==> src/rtl/booth_mult_pkg.sv <==
// Shared types and helpers for the sequential Booth multiplier.
// Build option: BOOTH_MULT_ZERO_SKIP_EN (skips iteration on zero operands).
package booth_mult_pkg;

  typedef enum logic [1:0] {
    ST_IDLE = 2'd0,
    ST_RUN  = 2'd1,
    ST_DONE = 2'd2
  } mult_state_t;

  localparam logic [1:0] OP_ADD = 2'b01;
  localparam logic [1:0] OP_SUB = 2'b10;

  function automatic int cnt_w(input int width);
    return $clog2(width + 2);
  endfunction

endpackage

==> src/rtl/booth_mult_seq_step.sv <==
// One radix-2 Booth iteration: add/sub on the upper half, then
// arithmetic shift of the whole partial product.
import booth_mult_pkg::*;

module booth_step #(
  parameter int WIDTH = 32
) (
  input  logic [2*WIDTH+1:0] p_i,
  input  logic               lost_i,
  input  logic [WIDTH:0]     a_i,
  output logic [2*WIDTH+1:0] p_o,
  output logic               lost_o
);

  localparam int PW = 2 * WIDTH + 2;

  logic [WIDTH:0] hi_sum;

  // Booth recode on {P[0], lostbit}, then shift right by one.
  always_comb begin
    hi_sum = p_i[PW-1:WIDTH+1];
    unique case ({p_i[0], lost_i})
      OP_ADD:  hi_sum = p_i[PW-1:WIDTH+1] + a_i;
      OP_SUB:  hi_sum = p_i[PW-1:WIDTH+1] - a_i;
      default: hi_sum = p_i[PW-1:WIDTH+1];
    endcase
    p_o    = {hi_sum[WIDTH], hi_sum, p_i[WIDTH:1]};
    lost_o = p_i[0];
  end

endmodule

==> src/rtl/booth_mult_seq.sv <==
// Sequential radix-2 Booth multiplier, signed or unsigned per op.
// Build option: BOOTH_MULT_ZERO_SKIP_EN (zero operand -> done in 1 edge).
import booth_mult_pkg::*;

module booth_mult_seq #(
  parameter int WIDTH = 32
) (
  input  logic             clock,
  input  logic             reset_n,
  input  logic             start,
  input  logic             is_signed,
  input  logic [WIDTH-1:0] operand_a,
  input  logic [WIDTH-1:0] operand_b,
  output logic             busy,
  output logic             done,
  output logic [WIDTH-1:0] hi,
  output logic [WIDTH-1:0] lo
);

  localparam int CW = cnt_w(WIDTH);
  localparam int PW = 2 * WIDTH + 2;

  mult_state_t    state_q, state_d;
  logic [CW-1:0]  cnt_q, cnt_d;
  logic [WIDTH:0] a_q, a_d;
  logic [PW-1:0]  p_q, p_d;
  logic           lost_q, lost_d;
  logic           done_q, done_d;
  logic [WIDTH-1:0] hi_q, hi_d;
  logic [WIDTH-1:0] lo_q, lo_d;

  logic [PW-1:0]  step_p;
  logic           step_lost;
  logic [WIDTH:0] a_ext;
  logic [WIDTH:0] b_ext;
  logic           zero_op;

  booth_step #(
    .WIDTH (WIDTH)
  ) u_step (
    .p_i    (p_q),
    .lost_i (lost_q),
    .a_i    (a_q),
    .p_o    (step_p),
    .lost_o (step_lost)
  );

  // Operand extension by one bit keeps the most-negative value exact.
  always_comb begin
    a_ext   = {is_signed & operand_a[WIDTH-1], operand_a};
    b_ext   = {is_signed & operand_b[WIDTH-1], operand_b};
    zero_op = (operand_a == '0) || (operand_b == '0);
  end

  // Next-state, datapath load/step and output register updates.
  always_comb begin
    state_d = state_q;
    cnt_d   = cnt_q;
    a_d     = a_q;
    p_d     = p_q;
    lost_d  = lost_q;
    done_d  = 1'b0;
    hi_d    = hi_q;
    lo_d    = lo_q;
    unique case (state_q)
      ST_IDLE, ST_DONE: begin
        state_d = ST_IDLE;
        if (start) begin
          a_d     = a_ext;
          p_d     = {{(WIDTH+1){1'b0}}, b_ext};
          lost_d  = 1'b0;
          cnt_d   = CW'(WIDTH + 1);
          state_d = ST_RUN;
`ifdef BOOTH_MULT_ZERO_SKIP_EN
          if (zero_op) begin
            cnt_d   = '0;
            state_d = ST_DONE;
            done_d  = 1'b1;
            hi_d    = '0;
            lo_d    = '0;
          end
`endif
        end
      end
      ST_RUN: begin
        p_d    = step_p;
        lost_d = step_lost;
        cnt_d  = cnt_q - CW'(1);
        if (cnt_q == CW'(1)) begin
          state_d = ST_DONE;
          done_d  = 1'b1;
          hi_d    = step_p[2*WIDTH-1:WIDTH];
          lo_d    = step_p[WIDTH-1:0];
        end
      end
      default: state_d = ST_IDLE;
    endcase
  end

  // State and datapath registers, cleared asynchronously.
  always_ff @(posedge clock or negedge reset_n) begin
    if (!reset_n) begin
      state_q <= ST_IDLE;
      cnt_q   <= '0;
      a_q     <= '0;
      p_q     <= '0;
      lost_q  <= 1'b0;
      done_q  <= 1'b0;
      hi_q    <= '0;
      lo_q    <= '0;
    end else begin
      state_q <= state_d;
      cnt_q   <= cnt_d;
      a_q     <= a_d;
      p_q     <= p_d;
      lost_q  <= lost_d;
      done_q  <= done_d;
      hi_q    <= hi_d;
      lo_q    <= lo_d;
    end
  end

  // Zero-skip leaves zero_op unused in the default build.
  logic unused_zero;
  assign unused_zero = zero_op;

  assign busy = (state_q == ST_RUN);
  assign done = done_q;
  assign hi   = hi_q;
  assign lo   = lo_q;

endmodule
==> config.mk <==
export PLATFORM = sky130hd
export DESIGN_NAME = booth_mult_seq
export DESIGN_NICKNAME = d
export VERILOG_FILES = /design/src/rtl/booth_mult_pkg.sv /design/src/rtl/booth_mult_seq_step.sv /design/src/rtl/booth_mult_seq.sv
export SDC_FILE = /design/constraint.sdc
export NUM_CORES = 1
export LEC_CHECK = 0
export CAP_MARGIN = 20
export CORE_MARGIN = 2
export CORE_UTILIZATION = 28
export DETAILED_ROUTE_END_ITERATION = 7
export GPL_ROUTABILITY_DRIVEN = 0
export PLACE_DENSITY = 0.49
export SLEW_MARGIN = 20
export SYNTH_ARGS = -nofsm -noshare
export SYNTH_HDL_FRONTEND = slang
export SYNTH_SLANG_ARGS = --single-unit
==> constraint.sdc <==
create_clock -name clock -period 3.8 [get_ports clock]
set_input_delay 0.38 -clock clock [delete_from_list [all_inputs] [get_ports clock]]
set_output_delay 0.38 -clock clock [all_outputs]
set_load 0.1 [all_outputs]
Word level (Yosys, flattened, before mapping)
Index checks and enable logic that the tools add are counted.
W data, S select, Z words.

storage, ports and cells
  bits in registers = 173
  input port bits = 68
  output and inout port bits = 66
  word-level logic and storage cells = 38

operators by class
  add/subtract/negate cells = 3
  equal/unequal tests = 7
  mux-type cells = 12
  bitwise operators = 2
  reduce and logical (&&, ||, !) cells = 6

operators by type and width
  operator               count
  $pmux W66 S2           1
  $mux W66               1
  $pmux W33 S2           1
  $add A33 B33 Y33       1
  $sub A33 B33 Y33       1
  $pmux W6 S2            1
  $eq A6 B1 Y1 const B   1
  $mux W6                1
  $reduce_and A2 Y1      3
  $sub A6 B1 Y6 const B  1
  $eq A2 B1 Y1 const B   2
  $eq A2 B2 Y1 const B   2
  $mux W1                4
  $pmux W2 S2            1
  $and A1 B1 Y1          2
  $logic_not A2 Y1       1
  $mux W2                1
  $ne A2 B1 Y1 const B   1
  $ne A2 B2 Y1 const B   1
  $pmux W1 S2            1
  $reduce_bool A2 Y1     1
  $reduce_or A2 Y1       1

Depth between registers and ports, before layout
  word-level depth = 4
  gate-level depth with buffers = 19

Hierarchy
Synthesis repeated with hierarchy kept, for this count alone.

second synthesis, totals
  cells, all modules = 1037
  area, all modules = 9967.1 µm²

modules (own cells, without submodules)
  module          instances  cells each  area an instance (µm²)
  booth_mult_seq  1          536         6777.8
  booth_step      1          501         3189.3

Least setup slack after synthesis
OpenSTA, ideal clock, no wires.

  path type = flip-flop to flip-flop
  start point = register a_q[3]
  end point = register hi_q[30], in the netlist hi[30]
  arrival = 3.721 ns
  data required time = 3.674 ns
  slack = -0.047 ns
  stages on the path, launching flop included = 20
  path buffers = 1
  cells stage by stage = dfrtp_1 nor3_1 nand2_1 nor4_1 inv_1 nor2_1 and2_1 nor2_1 xnor2_1 ha_1 clkbuf_1 a21oi_1 o21a_1 o21ai_0 nand4_1 a21bo_2 a31oi_1 o21ai_1 a31o_1 mux2_4

on the way
  word-level cells in the longest chain between the ends = 2
  elaborated cells between the ends (all ways) = 3
  those cells by class = add/sub: 2; mux: 1

RTL lines
  item                                                         line                                                  text
  start, declared                                              booth_mult_seq.sv:25                                  logic [WIDTH:0] a_q, a_d;
  start signal, assigned                                       booth_mult_seq.sv:105                                 a_q <= '0;
  start signal, assigned                                       booth_mult_seq.sv:114                                 a_q <= a_d;
  $sub A33 B33 Y33 / $add A33 B33 Y33 (equally long branches)  booth_mult_seq_step.sv:24, booth_mult_seq_step.sv:23
  $pmux W33 S2 (*)                                             booth_mult_seq_step.sv:22                             unique case ({p_i[0], lost_i})
  end signal, assigned                                         booth_mult_seq.sv:118                                 hi_q <= hi_d;
  end, declared                                                booth_mult_seq.sv:29                                  logic [WIDTH-1:0] hi_q, hi_d;

Mark *: on every way between the ends. The rest lies on a longest branch, timed or not.
A chain may end at the register's enable or synchronous reset.

Final worst setup path
  start point = register a_q[2]
  end point = register hi_q[30], in the netlist hi[30]

The elaborated chain is that of the path after synthesis.

==> summary.md <==
| Metric | Value |
|---|---|
| Clock buffer count from CTS | 17 |
| CTS clk-pin slew, worst paths | 70 ps |
| Chip height | 187 µm |
| Yosys top cell by area | dfrtp_1 |
| Critical Path Max Stage Delay | 390 ps |
| Yosys reg bits | 172 |
| Syn_nets | 1,201 |
| Initial DRC count | 563 |
| Share of layout cells above drive strength 1 | 17.3% |
| CP arrival | 4040 ps |
| Die area | 0.0350 mm² |
| Syn avg cell area | 8.55 µm² |
| TritonRoute pass-1 iters | 5 |
| Clock latency on the worst-skew pair | 450 ps |
| Crit. End Element | register |
| Fmax | 269 MHz |
| Critical R2R Launch | a_q[2] |
| Async S/R FF share, synth | 100% |
| Antenna violations before repair | 0 |
| Ports | 134 |
| Final min period | 3710 ps |
| TritonCTS clock tree | done |
| Reg2Reg Depth | 17 |
| Syn. warnings | 0 |
| Worst rel slew slack | 31.0% |
| Slew Viols, Final | 0 |
| First-pass GRT wire length | 44,200 µm |
| Max cap viols | 0 |
| Post-synthesis sequential area ratio | 45.9% |
| Core Box Area | 0.0333 mm² |
| Via Count | 8,273 |
| Slowest-stage cell, CP | dfrtp_1 |
| Drt total wl | 27,700 µm |
| Synth Flop Type | dfrtp_1 |
| Vias in the first global route | 8,077 |
| CTS Hold Bufs | 0 |
| Number of unique standard cell types used by synthesis | 66 |
| Post-route DRC violation count | 0 |
| Number of synthesized flops with an enable pin | 0 |
| Worst hold-check path type | in -> async |
| CP cell instances | nor3_2 -> nand2_2 -> buf_6 -> nor2_4 -> buf_6 -> a21oi_1 -> xnor2_1 -> ha_1 -> buf_6 -> o21ai_0 -> or2b_1 -> o311ai_4 -> o41a_1 -> a31oi_2 -> or3_1 -> a31o_1 -> mux2_4 |
| Failing checks | hold timing |
| Routed wire length per instance | 15.7 µm |
| Largest net degree at the start of global routing | 87 |
| CP max FO | 5 |
| Top cells by count, synth | nand2_1, dfrtp_1, a21oi_1 |
| Tightest Pin Transition | 1030 ps |
| CTS sink cnt | 172 |
| Top post-synthesis cells by area | dfrtp_1, nand2_1, ha_1 |
| Number of fillers in the final layout | 3,395 |
| Final setup fails | 0 |
| Number of diodes | 0 |
| DIE WIDTH | 187 µm |
| Worst Path Required | 4120 ps |
| FF/Latch Area | 0.00431 mm² |
| Critical path class | reg -> reg |
| Synth Cell Area | 0.00938 mm² |
| Delay-heaviest family, CP | simple AND/OR/NAND/NOR gates |
| CTS root buf | clkbuf_16 |
| Net count, final | 1,406 |
| GRT Util Overall | 15.8% |
| Synth top area share | 45.9% |
| CTS HTree Levels | 4 |
| Status | finished with violations |
| Avg Vias per Cell | 4.70 |
| Most frequent cell after synthesis | nand2_1 |
| Levels on crit path | 17 |
| Final Skew | 17.6 ps |
| Area of the multi-input gates | 0.00513 mm² |
| Worst r2r dst | hi[30] |
| Tcrit/Tclk final | 97.7% |
| Remaining global-route overflow | 0 |
| Initial Util | 28.2% |
| Num rows | 67 |
| Port Buffers | 133 |
| Fin. Hold Viols | 9 |
| Buffer and inverter count on the worst path | 3 |
| Max clock buf depth | 2 |
| Mapped Cells | 1,096 |
| Most frequent CP cell | buf_6 |
| Post-DP HPWL | 19,900 µm |
| Unrepaired setup endpoints after global routing | true |
| R2R Setup Slk | 90 ps |
| Fin Hold WS | -8.25 ps |
| Routed Antenna Nets | 0 |
| Area delta synth->final | 37.4% |
| CP startpoint kind | register |
## logic make-up (layout without fill, tap and decap cells)
logic type	count (synthesis)	in the layout	share of synthesized area, %
AOI/OAI and AO/OA	253	253	16.8
xor gates and xnor gates	58	58	5.42
adders and majority gates	37	37	5.02
buffers and inverters	84	302	3.54
DFF	172	172	45.9
muxes	16	16	1.81
and+or+nand+nor	476	476	21.5
## layout make-up
cell class                      count  area share, %
Clock buffer                       18           3.33
Clock inverter                     14           1.00
Inverter                           23          0.670
Multi-Input combinational cell    840           39.8
Sequential cell                   172           33.4
Tap cell                          448           4.35
Timing Repair Buffer              247           17.4
## flip-flops by register name, indices dropped and copies added (netlist names)
register,count
p_q,65
a_q,33
cnt_q,6
lost_q,1
state_q,2
done,1
lo,32
hi,32
## metrics by stage
stage / setup WS, ps / cells / utilization [%] / TNS, ps / area [µm²]
3_3_place_gp: -52.4 / 1709 / 35.4 / -82.3 / 11800
6_report: 86.2 / 1762 / 38.7 / 0 / 12900
4_1_cts: 6.71 / 1743 / 37.1 / 0 / 12400
2_1_floorplan: 77.7 / 1096 / - / 0 / 9380
3_5_place_dp: -89.0 / 1709 / 35.4 / -333 / 11800
5_1_grt: -118 / 1762 / 38.7 / -573 / 12900
## layout by cell type (no fill, tap or decap), types with 4 or more instances in the layout
cell type / n
nand3_1: 20
inv_1: 20
o21ai_0: 59
nor4_1: 4
a22oi_1: 32
xnor2_2: 7
clkbuf_16: 17
o21ai_2: 4
clkinvlp_4: 4
a21o_1: 15
nor2_1: 52
dfrtp_1: 170
clkdlybuf4s50_1: 131
nor2_4: 6
nand2b_1: 7
xor2_1: 11
o21ai_1: 15
mux2_2: 4
a31oi_1: 13
o21a_1: 4
mux2i_1: 11
nand4_1: 8
and2_1: 4
buf_4: 106
a21oi_1: 56
a21oi_2: 14
inv_6: 4
nand2_1: 323
buf_6: 7
ha_1: 30
nor3_1: 16
a22o_1: 9
xnor2_1: 40
ha_4: 5
nand2_2: 5
## worst max-delay path by stage
stage          startpoint  endpoint  slack [ps]
2_1_floorplan      a_q[3]    hi[30]          80
3_3_place_gp       a_q[0]   p_q[60]         -50
3_5_place_dp       a_q[3]   p_q[60]         -90
4_1_cts            a_q[0]   p_q[60]           7
5_1_grt            a_q[8]    hi[24]        -120
6_report           a_q[2]    hi[30]          90
## repair_timing
item                       4_1_cts  5_1_grt
pin swaps                        4       28
setup endpoints to repair       12       30
gates resized for setup          3       77
buffers inserted                 2       19
## metal layers
layer	track usage (%)	up-vias	part of all wire, %
met5	0	-	0
met1	22.8	3936	50
met3	2.36	26	3.2
met2	24.4	146	46
met4	4.70	0	1.3
li1	-	4165	-
Power is left out: the tool's default activity adds up to more than one toggle a clock period on the data nets, which glitch-free logic cannot reach.
